`src/rtl/bayer_pkg.sv`:
```
// Shared Bayer definitions: pattern codes, colour codes, default sample width
// and the encoder FSM state type.
package bayer_pkg;

   localparam int DATA_W = 10;

   // Pattern code is {row_flip, col_flip} applied to an RGGB base tile.
   localparam logic [1:0] PAT_RGGB = 2'd0;
   localparam logic [1:0] PAT_GRBG = 2'd1;
   localparam logic [1:0] PAT_GBRG = 2'd2;
   localparam logic [1:0] PAT_BGGR = 2'd3;

   localparam logic [1:0] COL_R = 2'd0;
   localparam logic [1:0] COL_G = 2'd1;
   localparam logic [1:0] COL_B = 2'd2;

   typedef enum logic {
      ST_IDLE   = 1'b0,
      ST_ACTIVE = 1'b1
   } enc_state_t;

   // Colour of a site from its flipped row/column parities.
   function automatic logic [1:0] bayer_color(input logic pr, input logic pc);
      if (pr & pc)      return COL_B;
      else if (pr ^ pc) return COL_G;
      else              return COL_R;
   endfunction

endpackage

```
`src/rtl/bayer_skid_buffer.sv`:
```
// Two-entry valid/ready register slice: an output register plus one skid entry,
// with a registered upstream ready that drops only when both entries are held.
module bayer_skid_buffer #(
   parameter int W = 15
) (
   input  logic         clk,
   input  logic         rst,
   input  logic         i_s_valid,
   output logic         o_s_ready,
   input  logic [W-1:0] i_s_data,
   output logic         o_m_valid,
   input  logic         i_m_ready,
   output logic [W-1:0] o_m_data
);

   logic         r_out_vld;
   logic         r_skid_vld;
   logic         r_ready;
   logic [W-1:0] r_out;
   logic [W-1:0] r_skid;

   logic w_push;
   logic w_pop;
   logic w_out_free;
   logic w_out_vld_nx;
   logic w_skid_vld_nx;

   // The skid entry is only ever occupied while the output register is, and a
   // full slice refuses input, so a push never coincides with a skid refill.
   always_comb begin
      w_push        = i_s_valid & r_ready;
      w_pop         = r_out_vld & i_m_ready;
      w_out_free    = ~r_out_vld | w_pop;
      w_out_vld_nx  = w_out_free ? (r_skid_vld | w_push) : 1'b1;
      w_skid_vld_nx = w_out_free ? 1'b0 : (r_skid_vld | w_push);
   end

   always_ff @(posedge clk) begin
      // NOTE: payload registers are reset too so the output bus reads zero after reset.
      if (rst) begin
         r_out_vld  <= 1'b0;
         r_skid_vld <= 1'b0;
         r_ready    <= 1'b1;
         r_out      <= '0;
         r_skid     <= '0;
      end else begin
         r_out_vld  <= w_out_vld_nx;
         r_skid_vld <= w_skid_vld_nx;
         r_ready    <= ~(w_out_vld_nx & w_skid_vld_nx);
         if (w_out_free) begin
            if (r_skid_vld)  r_out <= r_skid;
            else if (w_push) r_out <= i_s_data;
         end else if (w_push) begin
            r_skid <= i_s_data;
         end
      end
   end

   assign o_s_ready = r_ready;
   assign o_m_valid = r_out_vld;
   assign o_m_data  = r_out;

endmodule

```
`src/rtl/bayer_mosaic_encoder.sv`:
```
// Re-mosaics an RGB pixel stream into a single-channel Bayer stream, tracking
// frame position from sof/eol sideband and flagging framing errors.
module bayer_mosaic_encoder #(
   parameter int DATA_W = bayer_pkg::DATA_W,
   parameter int IMG_W  = 1920,
   parameter int IMG_H  = 1080,
   parameter int CNT_W  = 12
) (
   input  logic              clk,
   input  logic              rst,
   input  logic [1:0]        cfg_pattern,
   input  logic              s_valid,
   output logic              s_ready,
   input  logic [DATA_W-1:0] s_r,
   input  logic [DATA_W-1:0] s_g,
   input  logic [DATA_W-1:0] s_b,
   input  logic              s_sof,
   input  logic              s_eol,
   output logic              m_valid,
   input  logic              m_ready,
   output logic [DATA_W-1:0] m_data,
   output logic [1:0]        m_color,
   output logic              m_sof,
   output logic              m_eol,
   output logic              m_eof,
   output logic              err_sync
);

   import bayer_pkg::*;

   localparam int PL_W = DATA_W + 5;
   localparam logic [CNT_W-1:0] LAST_COL = CNT_W'(IMG_W - 1);
   localparam logic [CNT_W-1:0] LAST_ROW = CNT_W'(IMG_H - 1);

   enc_state_t       r_state;
   logic [CNT_W-1:0] r_col;
   logic [CNT_W-1:0] r_row;
   logic [1:0]       r_pat;
   logic             r_err;

   logic              w_s_ready;
   logic              w_accept;
   logic              w_emit;
   logic              w_push;
   logic              w_last_col;
   logic              w_eol;
   logic              w_eof;
   logic              w_bad;
   logic [CNT_W-1:0]  w_col;
   logic [CNT_W-1:0]  w_row;
   logic [1:0]        w_pat;
   logic [1:0]        w_color;
   logic [DATA_W-1:0] w_data;
   logic [PL_W-1:0]   w_in_pl;
   logic [PL_W-1:0]   w_out_pl;

   // A sof beat is always pixel (0,0) under the freshly sampled pattern,
   // whether it opens a frame or restarts one.
   always_comb begin
      // NOTE: every combinational output gets a value on every path, so no latches.
      w_accept   = s_valid & w_s_ready;
      w_emit     = s_sof | (r_state == ST_ACTIVE);
      w_push     = w_accept & w_emit;
      w_pat      = s_sof ? cfg_pattern : r_pat;
      w_col      = s_sof ? '0 : r_col;
      w_row      = s_sof ? '0 : r_row;
      w_last_col = (w_col == LAST_COL);
      w_eol      = s_eol | w_last_col;
      w_eof      = w_eol & (w_row == LAST_ROW);
      w_bad      = (s_sof ? (r_state == ST_ACTIVE) : (r_state == ST_IDLE))
                 | (w_emit & (s_eol != w_last_col));
      w_color    = bayer_color(w_row[0] ^ w_pat[1], w_col[0] ^ w_pat[0]);
      w_data     = '0;
      unique case (w_color)
         COL_R:   w_data = s_r;
         COL_G:   w_data = s_g;
         COL_B:   w_data = s_b;
         default: w_data = '0;
      endcase
      w_in_pl = {w_data, w_color, s_sof, w_eol, w_eof};
   end

   always_ff @(posedge clk) begin
      // NOTE: state updates use non-blocking assignments so all flops see pre-edge values.
      if (rst) begin
         r_state <= ST_IDLE;
         r_col   <= '0;
         r_row   <= '0;
         r_pat   <= PAT_RGGB;
         r_err   <= 1'b0;
      end else if (w_accept) begin
         if (w_bad) r_err <= 1'b1;
         if (w_emit) begin
            r_pat <= w_pat;
            if (w_eof) begin
               r_state <= ST_IDLE;
               r_col   <= '0;
               r_row   <= '0;
            end else if (w_eol) begin
               r_state <= ST_ACTIVE;
               r_col   <= '0;
               r_row   <= w_row + CNT_W'(1);
            end else begin
               r_state <= ST_ACTIVE;
               r_col   <= w_col + CNT_W'(1);
               r_row   <= w_row;
            end
         end
      end
   end

   bayer_skid_buffer #(.W(PL_W)) u_skid (
      .clk       (clk),
      .rst       (rst),
      .i_s_valid (w_push),
      .o_s_ready (w_s_ready),
      .i_s_data  (w_in_pl),
      .o_m_valid (m_valid),
      .i_m_ready (m_ready),
      .o_m_data  (w_out_pl)
   );

   assign s_ready  = w_s_ready;
   assign {m_data, m_color, m_sof, m_eol, m_eof} = w_out_pl;
   assign err_sync = r_err;

endmodule

```
`config.mk`:
```
export PLATFORM = sky130hd
export DESIGN_NAME = bayer_mosaic_encoder
export DESIGN_NICKNAME = d
export VERILOG_FILES = /design/src/rtl/bayer_pkg.sv /design/src/rtl/bayer_skid_buffer.sv /design/src/rtl/bayer_mosaic_encoder.sv
export SDC_FILE = /design/constraint.sdc
export NUM_CORES = 1
export LEC_CHECK = 0
export ABC_CLOCK_PERIOD_IN_PS = 4900
export BUFFER_PORTS_ARGS = -buffer_cell sky130_fd_sc_hd__buf_2
export CORE_ASPECT_RATIO = 2
export CORE_MARGIN = 8
export CORE_UTILIZATION = 60
export DETAILED_ROUTE_END_ITERATION = 12
export PLACE_DENSITY = 0.82
export SLEW_MARGIN = 40
export SYNTH_ARGS = -nofsm -noshare
export SYNTH_HDL_FRONTEND = slang
export SYNTH_HIERARCHICAL = 1
export SYNTH_SLANG_ARGS = --single-unit
export TNS_END_PERCENT = 10
```
`constraint.sdc`:
```
create_clock -name clk -period 4.9 [get_ports clk]
set_input_delay 0.245 -clock clk [delete_from_list [all_inputs] [get_ports clk]]
set_output_delay 0.245 -clock clk [all_outputs]
set_load 0.005 [all_outputs]
```
-- Yosys cells after proc, flatten, opt, wreduce, memory -nomap -nowiden
Cells that the tools add are included.
- add/subtract/negate cells: 2
- equal/unequal tests: 5
- mux-type cells: 16
- bitwise operators: 20
- reductions and logical operators: 6
- operators by type and width (kind ; count):
    $mux W12 ; 6
    $mux W15 ; 2
    $pmux W10 S3 ; 1
    $add A12 B1 Y12 const B ; 2
    $eq A12 B11 Y1 const B ; 2
    $and A1 B1 Y1 ; 8
    $reduce_and A2 Y1 ; 4
    $mux W1 ; 5
    $or A1 B1 Y1 ; 5
    $mux W2 ; 2
    $not A1 Y1 ; 4
    $xor A1 B1 Y1 ; 3
    $eq A2 B1 Y1 const B ; 1
    $eq A2 B2 Y1 const B ; 1
    $logic_not A2 Y1 ; 1
    $reduce_bool A2 Y1 ; 1
    $ne A1 B1 Y1 ; 1
- flip-flop bits (word level): 61
- input port bits: 38
- output and inout bits: 18

-- Logic depth before layout (Yosys ltp)
- word-level depth: 9
- gate-level depth with buffers: 13

-- Hierarchy
The synthesis kept the hierarchy.
- by module, submodules not included (module ; instances ; cells each ; area each (um2) ; seq. area each (um2)):
    bayer_mosaic_encoder ; 1 ; 241 ; 1830.5 ; 560.5
    bayer_skid_buffer ; 1 ; 145 ; 1380.1 ; 660.6

-- Worst setup path after synthesis
No wires, ideal clock.
- path kind: input -> register
- from: input port s_sof
- to: register r_row[7]
- library setup time: 0.074 ns
- arrival: 2.871 ns
- path slack: 1.955 ns
- stages: 13
- cells stage by stage: buf_1 clkbuf_1 nor2b_1 ha_1 nand3_1 nor4b_1 nand4_1 ha_1 nand3b_1 nor3_1 nand2_1 or4_1 a31oi_1
- word-level cells in the longest chain between the ends: 5
- elaborated cells on any way between the ends: 11
- those cells by class: 1 x add/sub; 2 x eq/ne; 4 x mux; 3 x bitwise; 1 x reduce/logical
- RTL lines (what ; RTL line ; source):
    from (decl) ; bayer_mosaic_encoder.sv:17 ; input logic s_sof,
    parallel branches: the longest is 5 deep, another holds $add A12 B1 Y12 ; -- ;
    to (signal assigned) ; bayer_mosaic_encoder.sv:102 ; r_row <= w_row + CNT_W'(1);
    to (signal assigned) ; bayer_mosaic_encoder.sv:106 ; r_row <= w_row;
    to (decl) ; bayer_mosaic_encoder.sv:37 ; logic [CNT_W-1:0] r_row;
Several ways; the timed one is not identified.
A chain may end at the register's enable or synchronous reset.

-- Worst setup path after layout
- from: register r_col[0]
- to: register r_row[7]
- word-level cells in the longest chain between the ends: 5
- elaborated cells on any way between the ends: 6
- those cells by class: 1 x eq/ne; 3 x mux; 2 x bitwise
- RTL lines (what ; RTL line ; source):
    from (decl) ; bayer_mosaic_encoder.sv:36 ; logic [CNT_W-1:0] r_col;
    from (signal assigned) ; bayer_mosaic_encoder.sv:105 ; r_col <= w_col + CNT_W'(1);
    $mux W12 (*) ; bayer_mosaic_encoder.sv:65 ; w_col = s_sof ? '0 : r_col;
    $eq A12 B11 Y1 (*) ; bayer_mosaic_encoder.sv:67 ; w_last_col = (w_col == LAST_COL);
    $or A1 B1 Y1 (*) ; bayer_mosaic_encoder.sv:68 ; w_eol = s_eol | w_last_col;
    $mux W12 or $and A1 B1 Y1 (tied branches) ; bayer_mosaic_encoder.sv:99, bayer_mosaic_encoder.sv:69 ;
    $mux W12 (*) ; bayer_mosaic_encoder.sv:95 ; if (w_eof) begin
Every way passes the cells marked *; elsewhere a longest branch is shown, timed or not.

==> results.toml <==
[global_route]
grt_overflow_total = 0
grt_pass1_vias = 3018
grt_max_degree = 61
grt_antenna_before_repair = 0
grt_pass1_wl_mm = 13.4
grt_use_total = 0.208

[sta]
finClkSkew_ns = 0.00984
fin_setup_tns_ns = 0
worst_pin_slew_ns = 0.752
finalWorstPathRequiredPeriod_ns = 3.20
finalWorstSetupSlack_ns = 1.70
hold_viol = 0
fmax_mhz = 312
slew_headroom = 0.498
rsz0062_at_grt = "no"
period_share = 0.653
slew_violations = 0
fin_hold_ws_ns = 0.162
setup_viol_count_final = 0

[floorplanning]
rows = 37
initial_utilization = 0.625
io_pins = 56
die-area_um2 = 8090
fp.dieW_um = 67.7
dieHeight_um = 119
core_um2 = 5140

[worst_hold_path]
hold_path.class = "input pin to register"
min_path_cells = 3

[critical_path]
crit_slowest_cell = "nor3_1"
start_kind = "register"
cp.required_ns = 5.18
cp_slowest_stage_delay_ns = 0.42
r2r_cells = 11
arrival_ns = 3.48
cp-end-kind = "register"
critPathKind = "register to register"
crit_top_cell = "ha_1"
path_cells = "nor2b_1 -> ha_1 -> nand3_1 -> nor4b_1 -> nand4_1 -> ha_1 -> nand3b_1 -> nor3_1 -> nand2_1 -> or4_1 -> a31oi_1"
cp_max_fo = 5

[clocking]
postCtsResizedCells = 0
clock_latency_ns = 0.36
numCtsBuffers = 9
post_cts_buffers = 0
path_clk_slew_ns = 0.07
ctsRootBufferMaster = "clkbuf_8"
cts_hold_buf = 0
cts.sinks = 61
htreeDepth = 3
cts_tree = "built"
clock_path_buffers = 2

[layout]
finalInstanceArea_um2 = 3700
antennaDiodeCount = 0
synthToLayoutAreaGrowth_pct = 15.1
drive_gt1_frac = 0.214
final_nets = 474

[synthesis]
ys_ff_latch = 61
synth_common_cells = "dfxtp_1 (61), nand2_1 (61), a21oi_1 (50), inv_1 (18), nor2_1 (18)"
synth_cell_types = 50
synth_edf_count = 0
async_reset_ff_frac = 0
synth_area_leader_cell = "dfxtp_1"
postSynthAreaPerCell_um2 = 8.32
synth-seq-area-share = 0.380
synth_flop_cell = "dfxtp_1"
synth_area_leaders = "dfxtp_1 (38%), a21oi_1 (7.8%), nand2_1 (7.1%), mux2i_1 (4.7%), a211oi_2 (3.9%)"
synth_area_um2 = 3210
yosys_warnings = 6
synthCells = 386
syn_nets = 431
synth_top_area_share = 0.380

[detailed_routing]
drc = 0
drt_iter0_drc = 206
dr.pass1.iters = 5
vias = 3038
drt-vias-per-instance = 6.17
finalWirelength_mm = 8.03
wl_per_cell_um = 16.3
detail-route-antenna-nets = 0

[place]
place_ws_ns = 1.66
numPortBuffers = 55
place_congestion = 0.849
place_area_um2 = 3450
dp_hpwl_mm = 5.70

[pwr]
p_per_area_nw_per_um2 = 338
total_power_uw = 1250
p_leak_uw = 0.00140
max-vdd-ir-drop_uv = 239

[status]
outcome = "complete, no violations"

[job]
maxCapViolCount = 0
-- per-stage QoR --
stage | instances | utilization
finish | 492 | 0.719
global route | 492 | 0.719
CTS | 492 | 0.719
detailed placement | 476 | 0.671
global placement | 476 | 0.670
floorplan | 386 | -
-- state kept, by name, indices dropped and copies added (netlist names) --
| name | count |
|---|---|
| u_skid/r_skid | 15 |
| u_skid/r_skid_vld | 1 |
| r_row | 12 |
| r_state | 1 |
| u_skid/o_m_valid | 1 |
| u_skid/o_m_data | 15 |
| err_sync | 1 |
| r_col | 12 |
| u_skid/o_s_ready | 1 |
| r_pat | 2 |
-- cells in the final DEF (no fill, tap or decap), drive strengths merged, types with 3 or more instances in the layout --
cell type	instances
a31oi	8
xnor2	6
clkbuf	10
ha	7
a21oi	50
nand3	12
mux2i	15
a222oi	10
nand2b	3
dfxtp	61
buf	55
and3	3
o21ai	11
a211oi	15
nor3	9
nand3b	5
nor2b	9
bufinv	3
inv	19
or3	7
nand4	4
a311oi	3
a22oi	4
nor2	20
nand2	61
-- cells by family (layout without fill, tap and decap cells) --
group	count (synthesis)	after routing	synth area share
AO/OA/AOI/OAI	108	108	0.230
XOR/XNOR	6	6	0.0164
adder cells (fa/ha/maj)	7	7	0.0273
buffers and inverters	42	90	0.0577
flip-flops	61	61	0.380
multiplexers	16	16	0.0503
AND/OR/NAND/NOR	146	146	0.238
-- worst max-delay path, delay by kind of cell, from the launching register on --
kind            cells  cell delay [ns]
flops               1             0.41
simple gates        8             2.01
compound gates      1             0.18
fa+ha+maj           2             0.53
-- routing by layer --
metal	global-route usage	share of wire
met5	0	0
met4	0.146	0.035
met3	0.0460	0.071
met2	0.358	0.53
met1	0.207	0.36
-- final timing paths --
path | from | end | slack (ns)
setup / recovery | r_col[0]$_SDFFE_PP0P_ | r_row[7]$_SDFFE_PP0P_ | 1.70
hold reg to reg | u_skid/r_skid[4]$_SDFFE_PP0P_ | u_skid/r_skid[4]$_SDFFE_PP0P_ | 0.46
setup reg to reg | r_col[0]$_SDFFE_PP0P_ | r_row[7]$_SDFFE_PP0P_ | 1.70
hold / removal | cfg_pattern[1] | r_pat[1]$_SDFFE_PP0P_ | 0.16
-- power by group --
part / internal (uW) / switching, uW
Clock: 350 / 206
Combinational: 69.3 / 98.8
Sequential: 514 / 11.7
Total: 934 / 316
-- layout make-up --
type / count / area (um^2)
Clock buffer: 10 / 138
Timing Repair Buffer: 55 / 278
Multi-Input combinational cell: 283 / 1800
Sequential cell: 61 / 1220
Clock inverter: 6 / 110
Inverter: 19 / 71.3
Fill cell: 419 / 1440
Tap cell: 58 / 72.6
Note: power is estimated with default switching activity, not from simulation.
